--- src/rtl/dmem_arb_pkg.sv ---
// Shared definitions for the data-memory port arbiter: grant encoding,
// default parameters and the starvation-counter width helper.
package dmem_arb_pkg;

    localparam int DEF_AW         = 16;
    localparam int DEF_DW         = 16;
    localparam int DEF_STARVE_MAX = 4;

    typedef enum logic [1:0] {
        GNT_NONE = 2'd0,
        GNT_CPU  = 2'd1,
        GNT_HOST = 2'd2
    } gnt_e;

    // Counter must hold 0..max; a zero max still needs one bit.
    function automatic int cnt_width(input int max);
        return (max < 1) ? 1 : $clog2(max + 1);
    endfunction

endpackage

--- src/rtl/dmem_port_arbiter_if.sv ---
// Bus bundle between the CPU MEM stage, the host/debug port and the data memory.
// The slave view belongs to the arbiter, the master view to everything around it.
interface dmem_port_arbiter_if #(
    parameter int AW = 16,
    parameter int DW = 16
);
    logic          cpu_req;
    logic          cpu_we;
    logic [AW-1:0] cpu_addr;
    logic [DW-1:0] cpu_wdata;
    logic [DW-1:0] cpu_rdata;
    logic          cpu_stall;

    logic          host_req;
    logic          host_we;
    logic [AW-1:0] host_addr;
    logic [DW-1:0] host_wdata;
    logic [DW-1:0] host_rdata;
    logic          host_ack;

    logic [AW-1:0] mem_addr;
    logic [DW-1:0] mem_wdata;
    logic          mem_we;
    logic [DW-1:0] mem_rdata;

    modport slave (
        input  cpu_req, cpu_we, cpu_addr, cpu_wdata,
        input  host_req, host_we, host_addr, host_wdata,
        input  mem_rdata,
        output cpu_rdata, cpu_stall, host_rdata, host_ack,
        output mem_addr, mem_wdata, mem_we
    );

    modport master (
        output cpu_req, cpu_we, cpu_addr, cpu_wdata,
        output host_req, host_we, host_addr, host_wdata,
        output mem_rdata,
        input  cpu_rdata, cpu_stall, host_rdata, host_ack,
        input  mem_addr, mem_wdata, mem_we
    );
endinterface

--- src/rtl/dmem_starve_counter.sv ---
// Saturating count of consecutive CPU wins while the host waits.
// Clear has priority over increment; at_max signals the forced host turn.
module dmem_starve_counter
    import dmem_arb_pkg::*;
#(
    parameter int STARVE_MAX = DEF_STARVE_MAX
) (
    input  logic clk,
    input  logic rst,
    input  logic clr,
    input  logic inc,
    output logic at_max
);
    localparam int            CW    = cnt_width(STARVE_MAX);
    localparam logic [CW-1:0] MAX_V = CW'(STARVE_MAX);

    logic [CW-1:0] cnt_reg;
    logic [CW-1:0] cnt_next;

    always_comb begin
        cnt_next = cnt_reg;
        if (clr) begin
            cnt_next = '0;
        end else if (inc && (cnt_reg != MAX_V)) begin
            cnt_next = cnt_reg + CW'(1);
        end
    end

    always_ff @(posedge clk or posedge rst) begin
        if (rst) begin
            cnt_reg <= '0;
        end else begin
            cnt_reg <= cnt_next;
        end
    end

    assign at_max = (cnt_reg == MAX_V);

endmodule

--- src/rtl/dmem_port_arbiter.sv ---
// Shares the single-port data memory between the CPU MEM stage and the host port.
// CPU has priority; the host is forced through after STARVE_MAX consecutive CPU wins.
module dmem_port_arbiter
    import dmem_arb_pkg::*;
#(
    parameter int AW         = DEF_AW,
    parameter int DW         = DEF_DW,
    parameter int STARVE_MAX = DEF_STARVE_MAX
) (
    input  logic                 clk,
    input  logic                 rst,
    dmem_port_arbiter_if.slave   bus
);
    gnt_e          gnt;
    logic          host_eligible;
    logic          at_max;
    logic          host_ack_reg;
    logic [DW-1:0] host_rdata_reg;
    logic [AW-1:0] mem_addr_next;
    logic [DW-1:0] mem_wdata_next;
    logic          mem_we_next;

    // The ack cycle doubles as a cooldown so a still-held request is not serviced twice.
    assign host_eligible = bus.host_req & ~host_ack_reg;

    always_comb begin
        gnt = GNT_NONE;
        if (!rst) begin
            if (host_eligible && (!bus.cpu_req || at_max)) begin
                gnt = GNT_HOST;
            end else if (bus.cpu_req) begin
                gnt = GNT_CPU;
            end
        end
    end

    always_comb begin
        mem_addr_next  = '0;
        mem_wdata_next = '0;
        mem_we_next    = 1'b0;
        case (gnt)
            GNT_CPU: begin
                mem_addr_next  = bus.cpu_addr;
                mem_wdata_next = bus.cpu_wdata;
                mem_we_next    = bus.cpu_we;
            end
            GNT_HOST: begin
                mem_addr_next  = bus.host_addr;
                mem_wdata_next = bus.host_wdata;
                mem_we_next    = bus.host_we;
            end
            default: begin
            end
        endcase
    end

    assign bus.mem_addr   = mem_addr_next;
    assign bus.mem_wdata  = mem_wdata_next;
    assign bus.mem_we     = mem_we_next;
    assign bus.cpu_stall  = bus.cpu_req & (gnt == GNT_HOST);
    assign bus.cpu_rdata  = bus.mem_rdata;
    assign bus.host_ack   = host_ack_reg;
    assign bus.host_rdata = host_rdata_reg;

    dmem_starve_counter #(
        .STARVE_MAX (STARVE_MAX)
    ) u_cnt (
        .clk    (clk),
        .rst    (rst),
        .clr    ((gnt == GNT_HOST) || !host_eligible),
        .inc    ((gnt == GNT_CPU) && host_eligible),
        .at_max (at_max)
    );

    // Read data is captured on the grant edge; for host writes it is simply whatever the memory shows.
    always_ff @(posedge clk or posedge rst) begin
        if (rst) begin
            host_ack_reg   <= 1'b0;
            host_rdata_reg <= '0;
        end else begin
            host_ack_reg <= (gnt == GNT_HOST);
            if (gnt == GNT_HOST) begin
                host_rdata_reg <= bus.mem_rdata;
            end
        end
    end

endmodule

--- src/flat_wrapper.sv ---
// flat-port wrapper written by rule: the top's interface ports become plain ports
module dmem_port_arbiter_flat import dmem_arb_pkg::*;
#(
    parameter int AW         = DEF_AW,
    parameter int DW         = DEF_DW,
    parameter int STARVE_MAX = DEF_STARVE_MAX
)
  (clk, rst, bus_cpu_req, bus_cpu_we, bus_cpu_addr, bus_cpu_wdata, bus_host_req, bus_host_we, bus_host_addr, bus_host_wdata, bus_mem_rdata, bus_cpu_rdata, bus_cpu_stall, bus_host_rdata, bus_host_ack, bus_mem_addr, bus_mem_wdata, bus_mem_we);
  dmem_port_arbiter_if #(.AW(AW), .DW(DW)) bus_i ();
  input  logic clk;
  input  logic rst;
  input wire logic [$bits(bus_i.cpu_req)-1:0] bus_cpu_req;
  input wire logic [$bits(bus_i.cpu_we)-1:0] bus_cpu_we;
  input wire logic [$bits(bus_i.cpu_addr)-1:0] bus_cpu_addr;
  input wire logic [$bits(bus_i.cpu_wdata)-1:0] bus_cpu_wdata;
  input wire logic [$bits(bus_i.host_req)-1:0] bus_host_req;
  input wire logic [$bits(bus_i.host_we)-1:0] bus_host_we;
  input wire logic [$bits(bus_i.host_addr)-1:0] bus_host_addr;
  input wire logic [$bits(bus_i.host_wdata)-1:0] bus_host_wdata;
  input wire logic [$bits(bus_i.mem_rdata)-1:0] bus_mem_rdata;
  output wire logic [$bits(bus_i.cpu_rdata)-1:0] bus_cpu_rdata;
  output wire logic [$bits(bus_i.cpu_stall)-1:0] bus_cpu_stall;
  output wire logic [$bits(bus_i.host_rdata)-1:0] bus_host_rdata;
  output wire logic [$bits(bus_i.host_ack)-1:0] bus_host_ack;
  output wire logic [$bits(bus_i.mem_addr)-1:0] bus_mem_addr;
  output wire logic [$bits(bus_i.mem_wdata)-1:0] bus_mem_wdata;
  output wire logic [$bits(bus_i.mem_we)-1:0] bus_mem_we;
  assign bus_i.cpu_req = bus_cpu_req;
  assign bus_i.cpu_we = bus_cpu_we;
  assign bus_i.cpu_addr = bus_cpu_addr;
  assign bus_i.cpu_wdata = bus_cpu_wdata;
  assign bus_i.host_req = bus_host_req;
  assign bus_i.host_we = bus_host_we;
  assign bus_i.host_addr = bus_host_addr;
  assign bus_i.host_wdata = bus_host_wdata;
  assign bus_i.mem_rdata = bus_mem_rdata;
  assign bus_cpu_rdata = bus_i.cpu_rdata;
  assign bus_cpu_stall = bus_i.cpu_stall;
  assign bus_host_rdata = bus_i.host_rdata;
  assign bus_host_ack = bus_i.host_ack;
  assign bus_mem_addr = bus_i.mem_addr;
  assign bus_mem_wdata = bus_i.mem_wdata;
  assign bus_mem_we = bus_i.mem_we;
  dmem_port_arbiter #(.AW(AW), .DW(DW), .STARVE_MAX(STARVE_MAX)) u_core (.clk(clk), .rst(rst), .bus(bus_i));
endmodule
--- config.mk ---
export PLATFORM = sky130hd
export DESIGN_NAME = dmem_port_arbiter_flat
export DESIGN_NICKNAME = d
export VERILOG_FILES = /design/src/rtl/dmem_arb_pkg.sv /design/src/rtl/dmem_port_arbiter_if.sv /design/src/rtl/dmem_starve_counter.sv /design/src/rtl/dmem_port_arbiter.sv /design/src/flat_wrapper.sv
export SDC_FILE = /design/constraint.sdc
export NUM_CORES = 1
export LEC_CHECK = 0
export ABC_CLOCK_PERIOD_IN_PS = 1850
export CAP_MARGIN = 40
export CORE_MARGIN = 3
export CORE_UTILIZATION = 26
export DETAILED_ROUTE_END_ITERATION = 16
export GPL_ROUTABILITY_DRIVEN = 1
export GPL_TIMING_DRIVEN = 0
export PLACE_DENSITY = 0.77
export REMOVE_ABC_BUFFERS = 1
export SLEW_MARGIN = 20
export SYNTH_ARGS = -nofsm -noshare
export SYNTH_HDL_FRONTEND = slang
export SYNTH_SLANG_ARGS = --single-unit
--- constraint.sdc ---
create_clock -name clk -period 1.85 [get_ports clk]
set_input_delay 0.185 -clock clk [delete_from_list [all_inputs] [get_ports clk]]
set_output_delay 0.185 -clock clk [all_outputs]
set_load 0.005 [all_outputs]
==> impl_metrics.toml, run 1 <==
[cells_and_area]
largest_reg_flops = 16
fin_cells = 387
final_nets = 409
diodes = 0
area_growth_pct = 138
drive_gt1_frac = 0.413
multi_input_area_um2 = 1050
n_fill_cell = 394
regArea_um2 = 500

[clocking]
clockBufferDepth = 2
cts_tree = "yes"
root_buffer = "clkbuf_8"
ctsHoldBuffers = 0
numCtsBuffers = 3
clkLatencyLatePin_ns = 0.26
cts.sinks = 20
h-tree-depth = 1
clk_pin_slew_worst_paths_ns = 0.07

[sta]
rsz0062_at_grt = "yes"
fmax_mhz = 449
setup_viol = 53
slew_headroom = 0.830
setup_slack_ns = -0.375
fin_crit_sh = 1.20
finClkSkew_ns = 0.00642
maxSlewViolCount = 0
tightest_slew_ns = 0.251
period_minus_slack_ns = 2.22
hold_violations = 0

[die]
pin_count = 153
die_h_um = 81.6
die_w_um = 81.6
rows = 26
dieArea_um2 = 6660
start_util = 0.280
fp.coreArea_um2 = 5300

[drt]
detail_route.wl_per_cell_um = 18.0
num_vias = 1859
routed_wl_mm = 6.95
viasPerCell = 4.80
drtPass1Iterations = 4
final_antenna_net_count = 0
remaining_drc_errors = 0
drt_iter0_markers = 60

[worst_setup_path]
critPathRequiredTime_ns = 1.66
crit_fanout = 11
r2r_start = "u_core.u_cnt.cnt_reg[0]"
reg2reg_to = "u_core.u_cnt.cnt_reg[1]"
ff2ff_path_depth = 10
regToRegSetupSlack_ns = -0.19
cp-end-kind = "output pin"
crit_start = "u_core.u_cnt.cnt_reg[0]"
crit_arrival_ns = 2.04
startpoint_type = "register"
worstSetupPathType = "reg -> out"

[grt]
grt_max_degree = 21
grt_pass1_wl_mm = 10.3
gr-usage-all-layers = 0.198
grt_overflow = 0
grt_pass1_vias = 1943
antenna_found_initial = 0

[place]
placed_cells = 353
gp_congestion = 0.695
dpl.hpwl_mm = 4.71
io_buffers = 152

[synth]
syn-mean-instance-area_um2 = 9.47
synth_edf_count = 0
syn_area_um2 = 1490
synthFlopType = "dfrtp_1"
yosysSeqAreaShare = 0.337
ys_ff_latch = 20
synth.distinct_cells = 26
postSynthCellCount = 157
ys_async_sr_fraction = 1.00
yosysWarnings = 0

[min_path]
min_path_type = "in -> async"

[power_and_ir_drop]
ir_worst_vdd_mv = 0.489
p_per_area_nw_per_um2 = 525
total_power_mw = 1.86
p_leak_nw = 1.49

[job]
drv_cap = 0

[run_status]
status = "finished, violations left"
failed_checks = "negative setup slack"
cell families (layout without fill, tap and decap cells):
family                     after synthesis  in the layout  share of synthesized area
and+or+nand+nor                         43             43                      0.147
AOI/OAI and AO/OA                       39             39                      0.202
buffers and inverters                   32            192                      0.136
DFF                                     20             20                      0.337
muxes                                   18             18                      0.136
adders and majority gates                5              5                     0.0421
Yosys cell counts (2+ instances only):
| cell | number | area (um^2) |
|---|---|---|
| nor2_1 | 33 | 124 |
| inv_1 | 3 | 11.3 |
| clkbuf_1 | 3 | 11.3 |
| buf_2 | 7 | 35.0 |
| ha_1 | 5 | 62.6 |
| dfrtp_1 | 20 | 500 |
| buf_4 | 17 | 128 |
| mux2_2 | 18 | 203 |
| a22oi_1 | 33 | 248 |
| and4bb_2 | 2 | 25.0 |
layout make-up:
class	count	area share
repair buffers	185	0.512
multi-input cells	105	0.298
flip-flops and latches	20	0.142
well taps	70	0.0248
clock buffers	3	0.0117
clock inverters	1	0.00850
inverters	3	0.00319
routing by layer:
metal / vias up / routed length, um / global-route usage
met4: 0 / 73 / 0.0316
met1: 908 / 2460 / 0.223
met3: 8 / 562 / 0.0482
met2: 67 / 3850 / 0.380
met5: - / 0 / 0
li1: 876 / - / -
critical path: stages (launching register included):
cell and delay, ns:
dfrtp_1 0.39, inv_2 0.08, ha_4 0.14, nand2_4 0.06, a211oi_4 0.26, ha_2 0.24
buf_4 0.14, buf_16 0.13, a22oi_1 0.09, nor2_1 0.11, buf_2 0.14
report_power, final:
part           internal (mW)  leakage (nW)  switching [mW]  total (mW)
Combinational          0.593          1.21           0.268       0.861
Sequential             0.521         0.245          0.0448       0.566
Clock                  0.289        0.0357           0.140       0.428
Total                   1.40          1.49           0.453        1.86
what timing repair did:
item / 4_1_cts / 5_1_grt
gates resized for setup: 198 / 18
buffers inserted: 25 / 2
hold endpoints to repair: 0 / 0
endpoints found under the setup margin: 54 / 53
gates cloned: 4 / 1
pin swaps: 36 / 28
worst max path at each step:
| stage | cells after the start | slack (ns) | to |
|---|---|---|---|
| detailed placement | 8 | -1.17 | bus_mem_wdata[15] |
| floorplan | 7 | -0.53 | u_core.u_cnt.cnt_reg[1] |
| CTS | 10 | -0.33 | bus_mem_wdata[0] |
| global route | 10 | -0.49 | bus_mem_wdata[14] |
| global placement | 7 | -1.47 | bus_mem_addr[8] |
| finish | 10 | -0.37 | bus_mem_wdata[3] |
per-stage QoR:
step	hold slack, ns	worst slack [ns]	utilization	cell area (um^2)	TNS, ns
2_1_floorplan	0.149	-0.528	-	1300	-22.16
3_3_place_gp	0.489	-1.47	0.548	2910	-63.70
3_5_place_dp	0.494	-1.17	0.559	2970	-48.74
4_1_cts	0.514	-0.327	0.649	3440	-13.00
5_1_grt	0.275	-0.485	0.667	3530	-18.80
6_report	0.251	-0.375	0.667	3530	-13.59
placed cells by master, fill, tap and decap left out, drive strengths merged, types with 2 or more instances in the layout:
master | netlist | routed
a22oi | 33 | 33
and4bb | 2 | 2
buf | 25 | 66
clkbuf | 4 | 4
clkdlybuf4s50 | 0 | 117
dfrtp | 20 | 20
ha | 5 | 5
inv | 3 | 3
mux2 | 18 | 18
nor2 | 33 | 33
Note: power is estimated with default switching activity, not from simulation.
==> inputs of run 2 (changes only) <==
- PLACE_DENSITY: 0.77 -> 0.78
==> run 2 against run 1 <==
Net effect:
- the run still ends with negative setup slack left
- clock skew about the same
- setup slack worse by 0.017 ns
- non-clock buffer count increased by 8
- largest cell class unchanged
- critical path type unchanged
- combinational power shrank 2%
- global-route usage fell by 1.8 points
- routed wire length shrank 0.96%
- highest routed layer unchanged
- sequential power hardly changed
- sequential share of layout area down 0.30 points
- worst hold slack gained 0.063 ns
- first-iteration DRC count did not move
- die area unchanged
- final area is 2.4% higher
==> impl_metrics.toml, run 2 (same netlist as run 1, synthesis figures left out) <==
[power_and_ir_drop]
pwr-share-clk = 0.237
switchingPower_mw = 0.462
p_per_area_nw_per_um2 = 510
p_leak_nw = 1.51
ir_worst_vdd_mv = 0.643
combPwrFrac = 0.457
p_int_mw = 1.38
seq_power_share = 0.305
p_sw_frac = 0.250

[sta]
whs_ns = 0.314
hold_violations = 0
fin_crit_sh = 1.21
setup_viol = 53
fmax_mhz = 446
tightest_slew_ns = 0.302
maxSlewViolCount = 0
rsz0062_at_grt = "yes"
setup_slack_ns = -0.392
finClkSkew_ns = 0.00598
slew_headroom = 0.798
period_minus_slack_ns = 2.24

[cells_and_area]
final_cell_mix = "clkdlybuf4s50_1, a22oi_2, buf_2"
diodes = 0
final_area_um2 = 3620
largest_reg_flops = 16
drive_gt1_frac = 0.458
layout_commonest_cell = "clkdlybuf4s50_1"
final_nets = 417
n_fill_cell = 391
area_growth_pct = 144

[clocking]
clockBufferDepth = 2
clkLatencyLatePin_ns = 0.26
root_buffer = "clkbuf_8"
cts_tree = "yes"
ctsHoldBuffers = 0
clk_pin_slew_worst_paths_ns = 0.08
h-tree-depth = 1
numCtsBuffers = 3
cts.sinks = 20

[worst_setup_path]
crit_arrival_ns = 2.06
worstSetupPathType = "reg -> out"
crit_fanout = 5
critPathRequiredTime_ns = 1.66
cp-end-kind = "output pin"
startpoint_type = "register"

[die]
pin_count = 153
die_w_um = 81.6
fp.coreArea_um2 = 5300
rows = 26
die_h_um = 81.6
start_util = 0.280
dieArea_um2 = 6660

[drt]
viasPerCell = 4.76
num_vias = 1879
drt_iter0_markers = 60
drtPass1Iterations = 4
routed_wl_mm = 6.88
remaining_drc_errors = 0
detail_route.wl_per_cell_um = 17.4
final_antenna_net_count = 0

[place]
gp_congestion = 0.655
io_buffers = 152
place_area_um2 = 2940
dpl.hpwl_mm = 4.53

[grt]
grt_max_degree = 21
antenna_found_initial = 0
grt_overflow = 0
gr-usage-all-layers = 0.180
grt_pass1_vias = 1821
grt_pass1_wl_mm = 9.37

[run_status]
status = "finished, violations left"
failed_checks = "negative setup slack"

[min_path]
min_path_type = "in -> async"

[job]
drv_cap = 0
run 2: cell count changes in the layout (fill, tap and decap cells not counted), sizes merged:
cell	previous run	this run
buf	66	71
clkbuf	4	7
dlygate4sd2	1	0
dlymetal6s2s	0	1
run 2: path summary, 6_finish.rpt:
check / start / to / slack (ns) / depth (start not counted)
min in group clk: u_core.bus.host_rdata[14] / u_core.bus.host_rdata[14] / 0.51 / 1
setup reg to reg: u_core.u_cnt.cnt_reg[0] / u_core.u_cnt.cnt_reg[1] / -0.23 / 10
hold / removal: rst / u_core.u_cnt.cnt_reg[2] / 0.31 / 2
max in group asynchronous: rst / u_core.bus.host_ack / 1.19 / 3
hold reg to reg: u_core.bus.host_rdata[14] / u_core.bus.host_rdata[14] / 0.51 / 1
setup / recovery: u_core.u_cnt.cnt_reg[0] / bus_mem_wdata[10] / -0.39 / 10
run 2: per-stage QoR:
| stage | power [mW] | setup slack, ns | cells | util | setup TNS, ns |
|---|---|---|---|---|---|
| detailed placement | 1.25 | -1.15 | 352 | 0.555 | -47.19 |
| global placement | 1.22 | -1.55 | 350 | 0.548 | -64.40 |
| global route | 1.94 | -0.497 | 395 | 0.683 | -18.96 |
| finish | 1.85 | -0.392 | 395 | 0.683 | -13.14 |
| CTS | 1.81 | -0.385 | 383 | 0.644 | -11.28 |
| floorplan | 0.755 | -0.528 | 128 | - | -22.16 |
run 2: area by class of cell:
class / instances / area, um^2 / area share
inverter: 3 / 11.3 / 0.00311
clock buffer: 3 / 41.3 / 0.0114
sequential: 20 / 502 / 0.139
clock inverter: 1 / 30.0 / 0.00830
tap: 70 / 87.6 / 0.0242
timing repair buffer: 193 / 1880 / 0.520
multi-input combinational: 105 / 1070 / 0.295
run 2: power groups by stage:
| stage | Sequential [mW] | Combinational [mW] | Clock [mW] |
|---|---|---|---|
| after detailed placement | 0.572 | 0.678 | 0 |
| after global placement | 0.566 | 0.658 | 0 |
| after global routing | 0.573 | 0.900 | 0.463 |
| after floorplan | 0.577 | 0.178 | 0 |
| after CTS | 0.563 | 0.795 | 0.449 |
| final | 0.563 | 0.844 | 0.438 |
run 2: worst max-delay path, stage by stage, from the launching register on:
cell and delay, ns:
dfrtp_1 0.39, inv_2 0.07, ha_4 0.14, nand2_4 0.07
a211o_1 0.34, ha_4 0.21, buf_6 0.13, buf_12 0.12
a22oi_2 0.13, nor2_1 0.06, buf_2 0.12
run 2: metal layers:
layer	vias up	wire length [um]	share of wire	global-route usage
li1	895	-	-	-
met1	880	2460	0.36	0.205
met2	88	3600	0.52	0.321
met3	16	670	0.097	0.0625
met4	0	157	0.023	0.0415
met5	-	0	0	0
run 2: timing repair:
item | CTS | global route
setup buffers | 28 | 10
endpoints found under the setup margin | 54 | 53
pin swaps | 19 | 29
gates resized for setup | 181 | 41
cloned | 0 | 2
